$ cat src/rtl/crtc_timing_gen.sv
// ---------------------------------------------------------------------------
// crtc_timing_gen
//
// Register-programmable CRTC timing and address generator. From a character
// clock enable it produces horizontal/vertical sync, display enable, the
// video RAM character address (MA), the scanline within the character row
// (RA) and a one-clock frame pulse. Supports vertical fine adjust lines and
// a programmable display start address.
//
// Registers (index: meaning, reset value):
//   R0  horizontal total - 1 (last hc of a scanline)          63
//   R1  horizontal displayed characters                         40
//   R2  hsync start position                                    48
//   R3  [3:0] hsync width, [7:4] vsync width (0 means 16)     0x15
//   R4  vertical total rows - 1 (7 bits used)                   32
//   R5  vertical adjust scanlines                                0
//   R6  vertical displayed rows (7 bits used)                   25
//   R7  vsync row position                                      28
//   R9  max scanline address within a row                        7
//   R12 display start high (6 bits used)                      0x10
//   R13 display start low                                     0x00
//
// Ports:
//   clk_i       system clock
//   reset_n_i   asynchronous active-low reset
//   char_en_i   character clock enable; counters advance only when high
//   reg_we_i    register write strobe
//   reg_addr_i  register index (writes to unlisted indices are dropped)
//   reg_data_i  register write data
//   h_sync_o    horizontal sync
//   v_sync_o    vertical sync
//   de_o        display enable
//   ma_o        character address
//   ra_o        scanline within the character row
//   frame_o     one-clock pulse after the character that restarts a frame
// ---------------------------------------------------------------------------
module crtc_timing_gen #(
  parameter int MA_WIDTH    = 14,
  parameter int RA_WIDTH    = 5,
  parameter int SYNC_W_BITS = 4
) (
  input  logic                clk_i,
  input  logic                reset_n_i,
  input  logic                char_en_i,
  input  logic                reg_we_i,
  input  logic [4:0]          reg_addr_i,
  input  logic [7:0]          reg_data_i,
  output logic                h_sync_o,
  output logic                v_sync_o,
  output logic                de_o,
  output logic [MA_WIDTH-1:0] ma_o,
  output logic [RA_WIDTH-1:0] ra_o,
  output logic                frame_o
);

  // Vertical state machine encoding
  localparam logic [0:0] ST_ROWS = 1'b0;
  localparam logic [0:0] ST_ADJ  = 1'b1;

  localparam logic [MA_WIDTH-1:0] MA_ONE = MA_WIDTH'(1);
  localparam logic [RA_WIDTH-1:0] RA_ONE = RA_WIDTH'(1);

  // Sync width field decode: a zero field selects the maximum width.
  function automatic logic [8:0] sync_width(input logic [SYNC_W_BITS-1:0] f);
    logic [8:0] w;
    w = '0;
    if (f == '0) begin
      w[SYNC_W_BITS] = 1'b1;
    end else begin
      w[SYNC_W_BITS-1:0] = f;
    end
    return w;
  endfunction

  // -------------------------------------------------------------------------
  // Register file
  // -------------------------------------------------------------------------
  logic [7:0]          r0_q, r1_q, r2_q, r3_q, r5_q, r7_q, r13_q;
  logic [6:0]          r4_q, r6_q;
  logic [RA_WIDTH-1:0] r9_q;
  logic [5:0]          r12_q;

  always_ff @(posedge clk_i or negedge reset_n_i) begin
    if (!reset_n_i) begin
      r0_q  <= 8'd63;
      r1_q  <= 8'd40;
      r2_q  <= 8'd48;
      r3_q  <= 8'h15;
      r4_q  <= 7'd32;
      r5_q  <= 8'd0;
      r6_q  <= 7'd25;
      r7_q  <= 8'd28;
      r9_q  <= RA_WIDTH'(7);
      r12_q <= 6'h10;
      r13_q <= 8'h00;
    end else if (reg_we_i) begin
      case (reg_addr_i)
        5'd0:    r0_q  <= reg_data_i;
        5'd1:    r1_q  <= reg_data_i;
        5'd2:    r2_q  <= reg_data_i;
        5'd3:    r3_q  <= reg_data_i;
        5'd4:    r4_q  <= reg_data_i[6:0];
        5'd5:    r5_q  <= reg_data_i;
        5'd6:    r6_q  <= reg_data_i[6:0];
        5'd7:    r7_q  <= reg_data_i;
        5'd9:    r9_q  <= reg_data_i[RA_WIDTH-1:0];
        5'd12:   r12_q <= reg_data_i[5:0];
        5'd13:   r13_q <= reg_data_i;
        default: ;
      endcase
    end
  end

  // -------------------------------------------------------------------------
  // Counter state
  // -------------------------------------------------------------------------
  logic [7:0]          hc_q, hc_d;
  logic [RA_WIDTH-1:0] ra_q, ra_d;
  logic [6:0]          vc_q, vc_d;
  logic [7:0]          adj_q, adj_d;
  logic [0:0]          vst_q, vst_d;
  logic [8:0]          vsc_q, vsc_d;
  logic                vs_q, vs_d;
  logic [MA_WIDTH-1:0] ma_q, ma_d;
  logic [MA_WIDTH-1:0] rs_q, rs_d;
  logic                hs_q, hs_d;
  logic                de_q, de_d;
  logic                frame_q;

  logic [MA_WIDTH-1:0] start_addr;
  logic [MA_WIDTH-1:0] rs_next_row;
  logic [8:0]          hsw;
  logic [8:0]          vsw;
  logic [7:0]          h_off;
  logic                h_act;
  logic                line_end;
  logic                row_last;
  logic                frame_last_row;
  logic                adj_last;
  logic                restart;

  assign start_addr     = MA_WIDTH'({r12_q, r13_q});
  assign rs_next_row    = rs_q + MA_WIDTH'(r1_q);
  assign hsw            = sync_width(r3_q[SYNC_W_BITS-1:0]);
  assign vsw            = sync_width(r3_q[4 +: SYNC_W_BITS]);
  assign h_act          = (hc_q < r1_q);
  // >= rather than == so a total shrunk below the current count wraps at once
  assign line_end       = (hc_q >= r0_q);
  assign row_last       = (ra_q >= r9_q);
  assign frame_last_row = (vc_q >= r4_q);
  assign adj_last       = (({1'b0, adj_q} + 9'd1) >= {1'b0, r5_q});

  // Next counter state for one character advance
  always_comb begin
    hc_d    = hc_q;
    ra_d    = ra_q;
    vc_d    = vc_q;
    adj_d   = adj_q;
    vst_d   = vst_q;
    ma_d    = ma_q;
    rs_d    = rs_q;
    restart = 1'b0;

    if (line_end) begin
      hc_d = 8'd0;
      ma_d = rs_q;
      if (vst_q == ST_ROWS) begin
        if (row_last) begin
          // Row finished: next row begins R1 characters further on
          ra_d = '0;
          rs_d = rs_next_row;
          ma_d = rs_next_row;
          if (frame_last_row) begin
            if (r5_q != 8'd0) begin
              vst_d = ST_ADJ;
              adj_d = 8'd0;
            end else begin
              restart = 1'b1;
            end
          end else begin
            vc_d = vc_q + 7'd1;
          end
        end else begin
          ra_d = ra_q + RA_ONE;
        end
      end else begin
        // Adjust lines keep counting RA upward from zero
        if (adj_last) begin
          restart = 1'b1;
        end else begin
          adj_d = adj_q + 8'd1;
          ra_d  = ra_q + RA_ONE;
        end
      end

      if (restart) begin
        hc_d  = 8'd0;
        ra_d  = '0;
        vc_d  = 7'd0;
        adj_d = 8'd0;
        vst_d = ST_ROWS;
        ma_d  = start_addr;
        rs_d  = start_addr;
      end
    end else begin
      hc_d = hc_q + 8'd1;
      if (h_act) begin
        ma_d = ma_q + MA_ONE;
      end
    end
  end

  // Registered outputs are derived from the next counter state so they
  // reflect the counters with no added latency.
  always_comb begin
    h_off = hc_d - r2_q;
    hs_d  = ({1'b0, h_off} < hsw);
    de_d  = (hc_d < r1_q) && (vst_d == ST_ROWS) && (vc_d < r6_q);

    vs_d  = vs_q;
    vsc_d = vsc_q;
    if (line_end) begin
      if (vs_q) begin
        // While active, start conditions are ignored
        if ((vsc_q + 9'd1) >= vsw) begin
          vs_d  = 1'b0;
          vsc_d = 9'd0;
        end else begin
          vsc_d = vsc_q + 9'd1;
        end
      end else if ((vst_d == ST_ROWS) && ({1'b0, vc_d} == r7_q) && (ra_d == '0)) begin
        vs_d  = 1'b1;
        vsc_d = 9'd0;
      end
    end
  end

  always_ff @(posedge clk_i or negedge reset_n_i) begin
    if (!reset_n_i) begin
      hc_q    <= 8'd0;
      ra_q    <= '0;
      vc_q    <= 7'd0;
      adj_q   <= 8'd0;
      vst_q   <= ST_ROWS;
      vsc_q   <= 9'd0;
      vs_q    <= 1'b0;
      ma_q    <= MA_WIDTH'(14'h1000);
      rs_q    <= MA_WIDTH'(14'h1000);
      hs_q    <= 1'b0;
      de_q    <= 1'b1;
      frame_q <= 1'b0;
    end else begin
      // Pulse lasts one clk regardless of the next enable
      frame_q <= char_en_i & restart;
      if (char_en_i) begin
        hc_q  <= hc_d;
        ra_q  <= ra_d;
        vc_q  <= vc_d;
        adj_q <= adj_d;
        vst_q <= vst_d;
        vsc_q <= vsc_d;
        vs_q  <= vs_d;
        ma_q  <= ma_d;
        rs_q  <= rs_d;
        hs_q  <= hs_d;
        de_q  <= de_d;
      end
    end
  end

  assign h_sync_o = hs_q;
  assign v_sync_o = vs_q;
  assign de_o     = de_q;
  assign ma_o     = ma_q;
  assign ra_o     = ra_q;
  assign frame_o  = frame_q;

endmodule

$ cat config.mk
export PLATFORM = sky130hd
export DESIGN_NAME = crtc_timing_gen
export DESIGN_NICKNAME = d
export VERILOG_FILES = /design/src/rtl/crtc_timing_gen.sv
export SDC_FILE = /design/constraint.sdc
export NUM_CORES = 1
export LEC_CHECK = 0
export BUFFER_PORTS_ARGS = -buffer_cell sky130_fd_sc_hd__buf_2
export CAP_MARGIN = 15
export CELL_PAD_IN_SITES_DETAIL_PLACEMENT = 1
export CELL_PAD_IN_SITES_GLOBAL_PLACEMENT = 1
export CORE_MARGIN = 3
export CORE_UTILIZATION = 49
export DETAILED_ROUTE_END_ITERATION = 6
export PLACE_DENSITY = 0.91
export SYNTH_ARGS = -nofsm -noshare
export SYNTH_HDL_FRONTEND = slang
export SYNTH_SLANG_ARGS = --single-unit
$ cat constraint.sdc
create_clock -name clk_i -period 5.2 [get_ports clk_i]
set_input_delay 1.04 -clock clk_i [delete_from_list [all_inputs] [get_ports clk_i]]
set_output_delay 1.04 -clock clk_i [all_outputs]
set_load 0.01 [all_outputs]
==> flow_summary.json <==
{
  "core_um2": 18900,
  "cp_slowest_cell": "dfrtp_1",
  "insertedDiodeCount": 0,
  "finalHoldViolations": 0,
  "regToRegEndpoint": "de_o",
  "wire_per_inst_um": 24.3,
  "hpwl_um": 19800,
  "rows": 50,
  "drtIter0Drc": 686,
  "synth_cell_type_count": 75,
  "fmax_mhz": 202,
  "start_util_pct": 50.3,
  "fin_hold_ws_ns": 0.502,
  "drv_slew": 0,
  "ys_async_sr_fraction_pct": 100,
  "area_growth_pct": 12.5,
  "yosysWarningCount": 0,
  "hold_start": "r4_q[2]",
  "clk_latency_ns": 0.44,
  "drcViolationCount": 0,
  "drive_gt1_share_pct": 22.5,
  "grt_overflow": 0,
  "switching_share_pct": 42.3,
  "p_switching_mw": 2.46,
  "synth_fp_nets": 1071,
  "synth_top_area_share_pct": 32.6,
  "reg2reg_from": "adj_q[0]",
  "cts-htree-levels": 4,
  "synth.area.top_cells": "dfrtp_1 33%, mux2_2 10%, ha_1 10%",
  "grt.total_usage_pct": 29.7,
  "p_int_mw": 3.36,
  "syn_inst": 974,
  "status": "completed",
  "period_needed_ns": 4.95,
  "portBuffers": 39,
  "clkSinkCount": 151,
  "place.gp.congestion": 0.849,
  "antenna_left": 0,
  "synth-seq-area-share_pct": 40.1,
  "yosys-top-cells-count": "124 x dfrtp_1, 95 x nand2_1, 87 x mux2_2, 78 x ha_1, 74 x inv_1",
  "wl_um": 31300,
  "antenna_found_initial": 0,
  "finalWorstSetupSlack_ns": 0.247,
  "holdPathEnd": "r4_q[2]",
  "grt_pass1_vias": 9086,
  "synth_edf_count": 0,
  "io_pins": 40,
  "grt_pass1_wl_um": 50100,
  "grt_start_max_net_pins": 76,
  "end_kind": "flip-flop",
  "via_per_inst": 6.37,
  "slowest_delay_ns": 0.42,
  "die_h_um": 145,
  "ys_seq_elements": 151,
  "arrival_ns": 5.33,
  "wl_met1_um": 12000,
  "wl_met3_um": 1690,
  "fin_nets": 1113,
  "syn_area_um2": 9510,
  "worst_pin_slew_ns": 0.737,
  "fin_crit_sh_pct": 95.2,
  "power_frac_comb_pct": 44.4,
  "dpl_cell_area_um2": 10000,
  "setup_violations": 0,
  "fin_skew_ns": 0.0154,
  "tritoncts": "built",
  "die_w_um": 145,
  "routed-wl-met2_um": 15700,
  "cts_buffers": 17,
  "synth.most_common_cell": "dfrtp_1",
  "fin_cells": 1289,
  "setup.worst_path.start_class": "flip-flop",
  "p_total_mw": 5.82,
  "hold_buffers": 0,
  "required_ns": 5.58,
  "clkTransAtPathRegs_ns": 0.07,
  "power_density_nw_per_um2": 544,
  "via_count": 8209,
  "clockBufferDepth": 2,
  "irDropWorstVdd_mv": 0.289,
  "synth_flop_cell": "dfrtp_1",
  "reg2reg_depth": 21,
  "power_frac_seq_pct": 31.7,
  "worstHoldPathCells": 1,
  "top_layer": "met4",
  "clockRootBuffer": "clkbuf_16",
  "syn_area_per_cell_um2": 9.76,
  "synth_top_area_cell": "dfrtp_1",
  "path_cells": "ha_1 -> and3_1 -> nand3_1 -> xnor2_1 -> ha_1 -> and3_1 -> a221o_1 -> a221oi_4 -> o31ai_4 -> buf_4 -> nand2_1 -> o21ai_0 -> inv_1 -> ha_1 -> and3_1 -> a31oi_1 -> nand4_1 -> nor2_1 -> o31ai_1 -> nor3_1 -> a221o_1",
  "pwr-share-clk_pct": 23.9,
  "path_class": "reg -> reg",
  "place_ws_ns": 0.433,
  "critPathMaxFanout": 9,
  "placedCellCount": 1251,
  "holdCritPathClass": "reg -> reg",
  "r2r_setup_slack_ns": 0.25,
  "finalInstanceArea_um2": 10700,
  "p_leak_nw": 4.93,
  "first_pass_iters": 5,
  "drv_cap": 0,
  "relSlewSlack_pct": 50.9,
  "dieArea_um2": 21100
}
==> stage by stage <==
stage / TNS (ns) / util (%)
floorplan: 0 / -
global placement: 0 / 52.9
detailed placement: 0 / 52.9
CTS: 0 / 56.3
global route: -0.00398 / 56.6
finish: 0 / 56.6
==> layout by cell type, fill, tap and decap left out, types with 7 or more instances in the layout <==
cell / synthesis / layout
nor2b_1: 14 / 14
nand4_1: 12 / 12
a31oi_1: 15 / 15
mux2_2: 87 / 87
and3_1: 16 / 16
xnor2_1: 14 / 14
a21oi_1: 41 / 41
o21ai_0: 59 / 59
buf_4: 3 / 19
inv_1: 74 / 74
a211oi_1: 9 / 9
nand2b_1: 15 / 15
buf_2: 3 / 38
nor2_1: 53 / 53
nor4_1: 7 / 7
dfrtp_1: 124 / 124
a21o_1: 20 / 20
clkbuf_16: 0 / 17
xor2_1: 14 / 14
ha_1: 78 / 78
nand2_1: 95 / 95
nand3_1: 32 / 32
o31ai_1: 11 / 10
dfstp_2: 27 / 27
nor3_1: 15 / 15
==> critical path, delay by kind of cell, from the launching register on <==
kind | cells | cell delay, ns
AOI/OAI and AO/OA | 7 | 1.64
and+or+nand+nor | 8 | 1.53
adders and majority gates | 3 | 0.84
DFF | 1 | 0.42
buffers and inverters | 2 | 0.30
xor gates and xnor gates | 1 | 0.16
==> metal layers <==
metal / GRT usage [%] / vias to the layer above
li1: - / 3583
met4: 17.4 / 0
met5: 0 / -
met1: 34.0 / 4162
met2: 51.8 / 339
met3: 5.50 / 125
==> cells by family (layout without fill, tap and decap cells) <==
| kind of cell | count (synthesis) | in the layout | share of synthesized area (%) |
|---|---|---|---|
| simple gates | 289 | 289 | 14.9 |
| compound gates | 222 | 222 | 16.1 |
| flops | 151 | 151 | 40.1 |
| buf+inv | 111 | 166 | 4.55 |
| mux | 93 | 93 | 11.0 |
| fa+ha+maj | 80 | 80 | 10.7 |
| xor+xnor | 28 | 28 | 2.58 |
==> flip-flops by register name (all words and copies together) (netlist names), 5 cells and up <==
register,count
adj_q,8
vsc_q,9
ma_o,14
r0_q,8
r5_q,8
rs_q,14
r7_q,8
hc_q,8
r6_q,7
vc_q,7
r3_q,8
r2_q,8
r13_q,8
ra_o,5
r12_q,6
r1_q,8
r4_q,7
r9_q,5
==> layout make-up <==
class	count	area [um2]
clock buffers	21	470
clock inverters	11	170
fillers	2123	8200
inverters	76	285
multi-input cells	712	5290
flip-flops and latches	151	3810
well taps	260	325
repair buffers	58	344
==> worst max-delay path by stage <==
stage / from / to / slack [ns] / depth (start not counted)
3_3_place_gp: adj_q[0] / de_o / 0.78 / 20
2_1_floorplan: adj_q[0] / de_o / 1.06 / 21
6_report: adj_q[0] / de_o / 0.25 / 21
4_1_cts: adj_q[0] / de_o / 0.27 / 20
3_5_place_dp: adj_q[0] / de_o / 0.43 / 20
5_1_grt: adj_q[0] / de_o / -0.004 / 21
==> timing repair <==
action,4_1_cts,5_1_grt
setup buffers,0,6
resized for setup,0,1
endpoints found under the setup margin,0,1
==> power by group through the flow <==
| stage | Combinational [mW] | Sequential (mW) | Clock, mW |
|---|---|---|---|
| 3_3_place_gp | 2.22 | 1.81 | 0 |
| 3_5_place_dp | 2.40 | 1.84 | 0 |
| 4_1_cts | 2.53 | 1.83 | 1.39 |
| 5_1_grt | 2.84 | 1.88 | 1.45 |
| 6_report | 2.58 | 1.85 | 1.39 |
| 2_1_floorplan | 1.67 | 1.76 | 0 |
Note: power is estimated with default switching activity, not from simulation.
